## src/rtl/cas_key_loader_if.sv

```systemverilog
// Serial key-load link and committed-key bus between a key source and cas_key_loader.
// The master drives the frame, the slave (loader) returns the key and status.
interface cas_key_loader_if #(
    parameter int KEY_W = 64
);
    logic             key_start;
    logic             key_sen;
    logic             key_sdi;
    logic [KEY_W-1:0] keyinput;
    logic             key_valid;
    logic             busy;
    logic             load_err;
    logic             lockout;
    logic [3:0]       retry_cnt;

    modport master (
        output key_start, key_sen, key_sdi,
        input  keyinput, key_valid, busy, load_err, lockout, retry_cnt
    );

    modport slave (
        input  key_start, key_sen, key_sdi,
        output keyinput, key_valid, busy, load_err, lockout, retry_cnt
    );
endinterface

```

## src/rtl/cas_key_loader.sv

```systemverilog
// One-time key loader for a CAS-Lock locked core: receives a header/key/CRC-8 serial
// frame, commits the key once, and locks out after MAX_RETRY rejected frames.
module cas_key_loader #(
    parameter int         KEY_W     = 64,
    parameter logic [7:0] HDR       = 8'hA5,
    parameter int         MAX_RETRY = 4
) (
    input  logic           clk,
    input  logic           rst,
    cas_key_loader_if.slave bus
);
    localparam logic [2:0] S_IDLE    = 3'd0;
    localparam logic [2:0] S_HDR     = 3'd1;
    localparam logic [2:0] S_KEY     = 3'd2;
    localparam logic [2:0] S_CRC     = 3'd3;
    localparam logic [2:0] S_COMMIT  = 3'd4;
    localparam logic [2:0] S_LOADED  = 3'd5;
    localparam logic [2:0] S_LOCKOUT = 3'd6;

    localparam int CNT_W = $clog2(KEY_W);

    logic [2:0]       r_state;
    logic [CNT_W-1:0] r_cnt;
    logic [7:0]       r_crc;
    logic [7:0]       r_shift;
    logic [KEY_W-1:0] r_staging;
    logic [KEY_W-1:0] r_key;
    logic             r_valid;
    logic             r_err;
    logic [3:0]       r_retry;

    logic       w_in_frame;
    logic       w_restart;
    logic       w_last_byte_bit;
    logic       w_reject;
    logic [7:0] w_byte;
    logic [7:0] w_crc_next;
    logic [3:0] w_retry_inc;

    assign w_in_frame      = (r_state == S_HDR) || (r_state == S_KEY) || (r_state == S_CRC);
    assign w_restart       = bus.key_start && (w_in_frame || (r_state == S_IDLE));
    assign w_byte          = {r_shift[6:0], bus.key_sdi};
    assign w_crc_next      = {r_crc[6:0], 1'b0} ^ ((r_crc[7] ^ bus.key_sdi) ? 8'h07 : 8'h00);
    assign w_retry_inc     = r_retry + 4'd1;
    assign w_last_byte_bit = bus.key_sen && (r_cnt == CNT_W'(7));
    // A bad header or bad CRC is only judged on the 8th bit of that field.
    assign w_reject        = !w_restart && w_last_byte_bit &&
                             (((r_state == S_HDR) && (w_byte != HDR)) ||
                              ((r_state == S_CRC) && (w_byte != r_crc)));

    // NOTE: all state below is registered with non-blocking assignments so every branch
    // reads the pre-edge values; the staging register is reset too, so no stale key survives.
    always_ff @(posedge clk) begin
        if (rst) begin
            r_state   <= S_IDLE;
            r_cnt     <= '0;
            r_crc     <= '0;
            r_shift   <= '0;
            r_staging <= '0;
            r_key     <= '0;
            r_valid   <= 1'b0;
            r_err     <= 1'b0;
            r_retry   <= '0;
        end else begin
            r_err <= 1'b0;
            if (w_restart) begin
                r_state   <= S_HDR;
                r_crc     <= '0;
                r_staging <= '0;
                r_shift   <= {7'b0, bus.key_sdi};
                r_cnt     <= bus.key_sen ? CNT_W'(1) : '0;
            end else if (w_reject) begin
                r_err     <= 1'b1;
                r_retry   <= w_retry_inc;
                r_staging <= '0;
                r_cnt     <= '0;
                r_state   <= (w_retry_inc == 4'(MAX_RETRY)) ? S_LOCKOUT : S_IDLE;
            end else begin
                case (r_state)
                    S_HDR: if (bus.key_sen) begin
                        r_shift <= w_byte;
                        if (r_cnt == CNT_W'(7)) begin
                            r_state <= S_KEY;
                            r_cnt   <= '0;
                        end else begin
                            r_cnt <= r_cnt + CNT_W'(1);
                        end
                    end
                    S_KEY: if (bus.key_sen) begin
                        r_staging[r_cnt] <= bus.key_sdi;
                        r_crc            <= w_crc_next;
                        if (r_cnt == CNT_W'(KEY_W - 1)) begin
                            r_state <= S_CRC;
                            r_cnt   <= '0;
                        end else begin
                            r_cnt <= r_cnt + CNT_W'(1);
                        end
                    end
                    S_CRC: if (bus.key_sen) begin
                        r_shift <= w_byte;
                        if (r_cnt == CNT_W'(7)) begin
                            r_state <= S_COMMIT;
                            r_cnt   <= '0;
                        end else begin
                            r_cnt <= r_cnt + CNT_W'(1);
                        end
                    end
                    S_COMMIT: begin
                        r_key   <= r_staging;
                        r_valid <= 1'b1;
                        r_state <= S_LOADED;
                    end
                    S_LOCKOUT: begin
                        r_key   <= '0;
                        r_valid <= 1'b0;
                    end
                    default: ;
                endcase
            end
        end
    end

    assign bus.keyinput  = r_key;
    assign bus.key_valid = r_valid;
    assign bus.busy      = w_in_frame || (r_state == S_COMMIT);
    assign bus.load_err  = r_err;
    assign bus.lockout   = (r_state == S_LOCKOUT);
    assign bus.retry_cnt = r_retry;
endmodule

```

## src/flat_wrapper.sv

```systemverilog
// flat-port wrapper written by rule: the top's interface ports become plain ports
module cas_key_loader_flat 
#(
    parameter int         KEY_W     = 64,
    parameter logic [7:0] HDR       = 8'hA5,
    parameter int         MAX_RETRY = 4
)
  (clk, rst, bus_key_start, bus_key_sen, bus_key_sdi, bus_keyinput, bus_key_valid, bus_busy, bus_load_err, bus_lockout, bus_retry_cnt);
  cas_key_loader_if #(.KEY_W(KEY_W)) bus_i ();
  input  logic clk;
  input  logic rst;
  input wire logic [$bits(bus_i.key_start)-1:0] bus_key_start;
  input wire logic [$bits(bus_i.key_sen)-1:0] bus_key_sen;
  input wire logic [$bits(bus_i.key_sdi)-1:0] bus_key_sdi;
  output wire logic [$bits(bus_i.keyinput)-1:0] bus_keyinput;
  output wire logic [$bits(bus_i.key_valid)-1:0] bus_key_valid;
  output wire logic [$bits(bus_i.busy)-1:0] bus_busy;
  output wire logic [$bits(bus_i.load_err)-1:0] bus_load_err;
  output wire logic [$bits(bus_i.lockout)-1:0] bus_lockout;
  output wire logic [$bits(bus_i.retry_cnt)-1:0] bus_retry_cnt;
  assign bus_i.key_start = bus_key_start;
  assign bus_i.key_sen = bus_key_sen;
  assign bus_i.key_sdi = bus_key_sdi;
  assign bus_keyinput = bus_i.keyinput;
  assign bus_key_valid = bus_i.key_valid;
  assign bus_busy = bus_i.busy;
  assign bus_load_err = bus_i.load_err;
  assign bus_lockout = bus_i.lockout;
  assign bus_retry_cnt = bus_i.retry_cnt;
  cas_key_loader #(.KEY_W(KEY_W), .HDR(HDR), .MAX_RETRY(MAX_RETRY)) u_core (.clk(clk), .rst(rst), .bus(bus_i));
endmodule
```

## config.mk

```make
export PLATFORM = sky130hd
export DESIGN_NAME = cas_key_loader_flat
export DESIGN_NICKNAME = d
export VERILOG_FILES = /design/src/rtl/cas_key_loader_if.sv /design/src/rtl/cas_key_loader.sv /design/src/flat_wrapper.sv
export SDC_FILE = /design/constraint.sdc
export NUM_CORES = 1
export LEC_CHECK = 0
export CORE_UTILIZATION = 50
export CTS_CLUSTER_DIAMETER = 150
export CTS_CLUSTER_SIZE = 10
export DETAILED_ROUTE_END_ITERATION = 8
export GPL_TIMING_DRIVEN = 0
export PLACE_DENSITY = 0.83
export SKIP_LAST_GASP = 1
export SLEW_MARGIN = 20
export SYNTH_ARGS = -nofsm -noshare
export SYNTH_HDL_FRONTEND = slang
export SYNTH_SLANG_ARGS = --single-unit
```

## constraint.sdc

```tcl
create_clock -name clk -period 1.9 [get_ports clk]
set_input_delay 0.38 -clock clk [delete_from_list [all_inputs] [get_ports clk]]
set_output_delay 0.38 -clock clk [all_outputs]
set_load 0.05 [all_outputs]
```

==> results.tsv, run 1 <==
stage	metric	value	unit
run_status	outcome	complete, but fails checks	
run_status	violations	negative setup slack	
min_path	min_path_type	flop to flop	
layout	final_core_util	0.665	
yosys	synth.distinct_cells	49	
placement	place.gp.congestion	0.951	
layout	layout_common_cells	nand2_1 (156), dfxtp_1 (151), a21oi_1 (125), nand3_1 (87), dlygate4sd2_1 (71)	
grt	gr-usage-met1	0.358	
placement	place_inst	1073	
yosys	synth-edff-count	0	
critical_path	cp.depth	8	
timing	finalCritPeriodShare	1.06	
yosys	synth_ff_type	dfxtp_1	
layout	fin_area	8460	um2
clock_network	clock-sinks	158	
power	intPower	5.64	mW
timing	finalHoldViolCount	0	
clock_network	cts-root-buf	clkbuf_16	
min_path	hold_end	u_core.bus.keyinput[13]$_SDFFE_PP0P_	
yosys	synth_area_leaders	dfxtp_1 (48%), a21oi_1 (9.7%), nand2_1 (9.0%), nand3_1 (6.9%), nor2_1 (4.2%)	
layout	areaGrowthSynthToFinish	29.0	%
placement	io_buffer_count	74	
yosys	yosysTopAreaCell	dfxtp_1	
critical_path	required	2.21	ns
timing	drv_slew	0	
critical_path	critPathCaptureType	flop	
power	p_clk_frac	0.503	
yosys	yosysSeqAreaShare	0.483	
placement	place_area	7520	um2
routing	drcViolationCount	0	
critical_path	worstPathArrival	2.33	ns
timing	layout_min_cycle_time	2.02	ns
clock_network	numCtsBuffers	17	
timing	max_slew_margin	0.519	
timing	finalSetupViolCount	18	
layout	final_cells	1120	
power	seqPwrFrac	0.461	
power	p_leak	3.12	nW
clock_network	h-tree-depth	4	
run	maxCapViolations	0	
power	p_sw_frac	0.221	
clock_network	cts_tree	built	
floorplan	die_h	116	um
critical_path	crit_slowest_cell	or3_4	
placement	dp_slack	-0.875	ns
routing	vias	6193	
layout	nNetsFinal	942	
layout	layout_commonest_cell	nand2_1	
floorplan	dieArea	13600	um2
grt	use_met2	0.456	
placement	dp_hpwl	11.9	mm
grt	grtUsageTotal	0.280	
grt	grt_pass1_wl	28.8	mm
critical_path	cp_num_buf_inv	2	
clock_network	clock_path_buffers	2	
routing	viasPerCell	5.53	
floorplan	die_x	116	um
floorplan	rows	41	
timing	hold_slack	0.447	ns
critical_path	r2r_start	u_core.r_state[2]$_SDFFE_PP0P_	
timing	skew	0.00898	ns
yosys	ys_ff_latch	158	
routing	finalWirelength	18.1	mm
layout	diodes	0	
routing	wl_per_cell	16.2	um
timing	worstMarginPinSlew	0.721	ns
floorplan	io_pins	77	
yosys	synth_cells	827	
power	p_comb_frac	0.036	
routing	final_antenna_net_count	0	
yosys	syn-cell-area	6550	um2
power	powerDensity	856	nW/um2
timing	rsz0062_at_grt	true	
critical_path	critPathTopFamily	simple AND/OR/NAND/NOR gates	
yosys	avgSynthCellArea	7.92	um2
critical_path	slowest_delay	0.40	ns
yosys	ys_warn_count	0	
routing	drtIter0Drc	536	
grt	grt.busiest_layer	met2	
clock_network	clkTransAtPathRegs	0.06	ns
layout	drive_gt1_frac	0.132	
clock_network	clk_latency	0.43	ns
power	switchingPower	1.60	mW
grt	antenna_found_initial	0	
critical_path	r2r_end	u_core.r_shift[6]$_SDFFE_PP0P_	
min_path	min_from	u_core.bus.keyinput[13]$_SDFFE_PP0P_	
min_path	holdPathStages	2	
yosys	synth_nets	834	
critical_path	startpoint_type	flop	
critical_path	worstPathMaxFanout	10	
yosys	synthArstFlopShare	0	
critical_path	ff2ff_path_depth	8	
grt	grt_max_degree	17	
floorplan	coreArea	12700	um2
critical_path	r2r_slack	-0.12	ns
critical_path	path_cells	buf_6, and2b_2, nand4_1, or3_4, o211ai_4, buf_12, mux2i_4, nor2_1	
routing	dr.pass1.iters	7	
timing	fmax	495	MHz
floorplan	initial_core_util	0.515	
power	ir_worst_vdd	0.611	mV
grt	gr-usage-met3	0.0571	
timing	setup_ws	-0.120	ns
grt	first_global_vias	5799	
layout	nFillCells	1116	
critical_path	critical_path_class	flop to flop	
grt	gr-total-overflow	0	
yosys	synth_top_area_share	0.483	
[power by group through the flow]
stage               Sequential, mW  Combinational (mW)  Clock [mW]
finish                        3.33               0.262        3.64
global route                  3.33               0.280        3.83
CTS                           3.33               0.246        3.66
detailed placement            3.40               0.222           0
global placement              3.40               0.220           0
floorplan                     3.40               0.155           0
[routing by layer]
layer | part of all wire | wire length (um) | vias to the layer above
met1 | 0.43 | 7820 | 2858
met2 | 0.48 | 8640 | 263
li1 | - | - | 3039
met5 | 0 | 0 | -
met4 | 0.021 | 383 | 0
met3 | 0.069 | 1260 | 33
[tightest hold or removal path: stages, from the launching register on]
cell and delay, ns:
dfxtp_1 0.30, nand2_1 0.05, a21oi_1 0.05
[flip-flops by register name, summed over array words and instances, names as in the netlist]
name	count
u_core.r_cnt	6
u_core.bus.load_err	1
u_core.r_shift	7
u_core.r_crc	8
u_core.bus.keyinput	64
u_core.bus.retry_cnt	4
u_core.r_state	3
u_core.r_staging	64
u_core.bus.key_valid	1
[worst max path at each step]
stage / to / from / slack [ns]
CTS: bus_lockout / u_core.r_state[0]$_SDFFE_PP0P_ / -0.10
global route: u_core.r_shift[6]$_SDFFE_PP0P_ / u_core.r_state[2]$_SDFFE_PP0P_ / -0.14
detailed placement: u_core.r_staging[51]$_SDFFE_PP0P_ / bus_key_sen / -0.88
global placement: u_core.r_staging[27]$_SDFFE_PP0P_ / bus_key_sen / -0.87
floorplan: u_core.r_shift[0]$_SDFFE_PP0P_ / u_core.r_cnt[3]$_SDFFE_PP0P_ / -0.04
finish: u_core.r_shift[6]$_SDFFE_PP0P_ / u_core.r_state[2]$_SDFFE_PP0P_ / -0.12
[cells in the mapped netlist (4+ instances only)]
cell type and number:
buf_2 15, o21ai_0 33, clkbuf_1 49, nor2_1 74
dfxtp_1 158, nand4_1 13, mux2i_1 22, nand2_1 158
and2_1 4, nand3_1 90, nor3_1 6, nor2b_1 5
xnor2_1 13, a21oi_1 127, buf_1 6
[stage by stage]
stage / TNS, ns / total power, mW
finish: -1.23 / 7.23
global route: -2.86 / 7.44
CTS: -0.686 / 7.23
detailed placement: -60.96 / 3.63
global placement: -58.36 / 3.63
floorplan: -0.0838 / 3.56
[layout make-up]
class | instances | area, um2 | share of cell area
Multi-Input combinational cell | 591 | 3210 | 0.379
Sequential cell | 158 | 3180 | 0.376
Timing Repair Buffer | 91 | 806 | 0.0953
Clock buffer | 19 | 443 | 0.0524
Buffer | 72 | 405 | 0.0479
Tap cell | 172 | 215 | 0.0255
Clock inverter | 13 | 188 | 0.0222
Inverter | 4 | 15.0 | 0.00178
[repair_timing]
action                     in CTS  in global routing
gates resized for setup       134                 48
pin swaps                      15                  8
setup endpoints to repair     204                111
hold buffers                    0                  0
buffers inserted               17                  0
[cell families after synthesis]
kind of cell | count (synthesis) | synth area share
flops | 158 | 0.483
xor+xnor | 15 | 0.0200
buf+inv | 78 | 0.0504
compound gates | 172 | 0.138
fa+ha+maj | 2 | 0.00382
simple gates | 379 | 0.270
mux | 23 | 0.0353
No activity file was read; power rests on OpenSTA's default activity.
==> run 2, diff against run 1 <==
Settings changed: CELL_PAD_IN_SITES_DETAIL_PLACEMENT set to 1, CELL_PAD_IN_SITES_GLOBAL_PLACEMENT set to 1, CORE_MARGIN set to 3, CORE_UTILIZATION 50 to 37, REMOVE_ABC_BUFFERS set to 1.
==> run 2 against run 1 <==
The run still ends with negative setup slack left. Combinational power rose by 34%. Worst hold slack worse by 0.11 ns. Critical path depth grew 4. Clock-buffer cell count rose by 3. Highest routed layer unchanged.
==> results.tsv, run 2 (synthesis results as in run 1) <==
stage	metric	value	unit	change
grt	antenna_found_initial	0		unchanged
timing	finalSetupViolCount	78		was 18
power	ir_worst_vdd	0.677	mV	was 0.611 mV
routing	vias	6757		was 6193
routing	final_antenna_net_count	0		unchanged
grt	grtUsageTotal	0.250		was 0.280
critical_path	crit_path_frequent_cell	buf_4		
floorplan	dieArea	19300	um2	was 13600 um2
critical_path	slowest_delay	0.38	ns	was 0.40 ns
clock_network	clock_path_buffers	2		unchanged
run_status	outcome	complete, but fails checks		unchanged
layout	diodes	0		unchanged
layout	areaGrowthSynthToFinish	35.3	%	was 29.0%
layout	fin_area	8870	um2	was 8460 um2
power	powerDensity	797	nW/um2	was 856 nW/um2
floorplan	initial_core_util	0.379		was 0.515
grt	grt_max_degree	69		was 17
routing	finalWirelength	25.6	mm	was 18.1 mm
timing	max_slew_margin	0.424		was 0.519
timing	finalCritPeriodShare	1.10		was 1.06
clock_network	numCtsBuffers	17		unchanged
routing	viasPerCell	5.90		was 5.53
floorplan	die_x	139	um	was 116 um
critical_path	worstPathArrival	2.40	ns	was 2.33 ns
routing	dr.pass1.iters	5		was 7
clock_network	clk_latency	0.45	ns	was 0.43 ns
critical_path	critPathCaptureType	flop		unchanged
clock_network	cts-root-buf	clkbuf_16		unchanged
routing	drtIter0Drc	686		was 536
clock_network	clkTransAtPathRegs	0.08	ns	was 0.06 ns
layout	nNetsFinal	915		was 942
timing	finalHoldViolCount	0		unchanged
timing	rsz0062_at_grt	true		unchanged
placement	place.gp.congestion	0.818		was 0.951
clock_network	cts_tree	built		unchanged
layout	drive_gt1_frac	0.212		was 0.132
clock_network	clock-sinks	158		unchanged
critical_path	crit_slowest_cell	dfxtp_4		was or3_4
routing	drcViolationCount	0		unchanged
run_status	violations	negative setup slack		unchanged
placement	io_buffer_count	76		was 74
routing	wl_per_cell	22.4	um	was 16.2 um
timing	finalSetupTns	-7.79	ns	was -1.23 ns
grt	grt_pass1_wl	38.8	mm	was 28.8 mm
timing	fmax	477	MHz	was 495 MHz
clock_network	h-tree-depth	4		unchanged
timing	layout_min_cycle_time	2.10	ns	was 2.02 ns
min_path	min_path_type	input port to flop		was flop to flop
critical_path	critical_path_class	flop to flop		unchanged
power	p_leak	3.14	nW	was 3.12 nW
layout	layout_common_cells	nand2_1 (154), dfxtp_1 (139), a21oi_1 (91), nand3_1 (87), nor2_1 (72)		was nand2_1 (156), dfxtp_1 (151), a21oi_1 (125), nand3_1 (87), dlygate4sd2_1 (71)
floorplan	die_h	139	um	was 116 um
critical_path	startpoint_type	flop		unchanged
layout	layout_commonest_cell	nand2_1		unchanged
timing	drv_slew	0		unchanged
timing	skew	0.0235	ns	was 0.00898 ns
floorplan	rows	48		was 41
grt	gr-total-overflow	0		unchanged
floorplan	coreArea	17300	um2	was 12700 um2
critical_path	path_cells	ha_4, and2_4, nand4_1, buf_4, buf_4, buf_4, buf_4, buf_4, buf_4, buf_4, nand2_2, a21oi_1		was buf_6, and2b_2, nand4_1, or3_4, o211ai_4, buf_12, mux2i_4, nor2_1
timing	worstMarginPinSlew	0.862	ns	was 0.721 ns
placement	place_area	7380	um2	was 7520 um2
placement	dp_slack	-1.52	ns	was -0.875 ns
grt	first_global_vias	6933		was 5799
run	maxCapViolations	0		unchanged
timing	setup_ws	-0.197	ns	was -0.120 ns
critical_path	worstPathMaxFanout	5		was 10
floorplan	io_pins	77		unchanged
placement	dp_hpwl	11.2	mm	was 11.9 mm
critical_path	required	2.20	ns	was 2.21 ns
## run 2: metal layers
layer,vias up,wire length (um),share of wire,track usage
met2,309,12500,0.49,0.416
met3,83,1760,0.069,0.0552
met4,0,1090,0.043,0.130
li1,2980,-,-,-
met1,3385,10300,0.40,0.304
met5,-,0,0,0
## run 2: area by class of cell
cell class                      count  area [um2]
Timing Repair Buffer              128        1210
Timing Repair inverter              2        17.5
Clock inverter                      9        85.1
Clock buffer                       22         484
Multi-Input combinational cell    597        3550
Fill cell                        1992        8430
Inverter                            4        31.3
Tap cell                          225         282
Sequential cell                   158        3210
## run 2: where the power goes
part | total, mW | internal (mW) | switching [mW]
clock | 3.39 | 1.93 | 1.46
sequential | 3.33 | 3.31 | 0.0192
combinational | 0.350 | 0.110 | 0.240
## run 2: stage by stage
stage           util  std cells  total power, mW  hold WS [ns]
2_1_floorplan      -        753             3.50         0.437
3_3_place_gp   0.421       1054             3.60         0.438
3_5_place_dp   0.427       1058             3.61         0.448
5_1_grt        0.513       1145             7.26         0.352
6_report       0.513       1145             7.07         0.340
4_1_cts        0.494       1138             6.99         0.331
## run 2: what timing repair did
action / 4_1_cts / 5_1_grt
hold buffers: 0 / 0
pin swaps: 14 / 11
setup endpoints to repair: 156 / 84
setup buffers: 40 / 7
cloned: 9 / 2
resized for setup: 147 / 68
## run 2: worst max-delay path, delay by kind of cell (launching register included)
family / cells / cell delay [ns]
AND/OR/NAND/NOR: 3 / 0.38
flip-flops: 1 / 0.38
adder cells (fa/ha/maj): 1 / 0.14
AO/OA/AOI/OAI: 1 / 0.10
buffers and inverters: 7 / 0.95
## run 2: path summary, 6_finish.rpt
path / cells past startpoint / endpoint / from / slack [ns]
setup / recovery: 12 / u_core.r_state[0]$_SDFFE_PP0P_ / u_core.r_cnt[0]$_SDFFE_PP0P_ / -0.20
hold / removal: 2 / u_core.bus.keyinput[49]$_SDFFE_PP0P_ / rst / 0.34
setup reg to reg: 12 / u_core.r_state[0]$_SDFFE_PP0P_ / u_core.r_cnt[0]$_SDFFE_PP0P_ / -0.20
hold reg to reg: 2 / u_core.bus.keyinput[42]$_SDFFE_PP0P_ / u_core.bus.keyinput[42]$_SDFFE_PP0P_ / 0.45
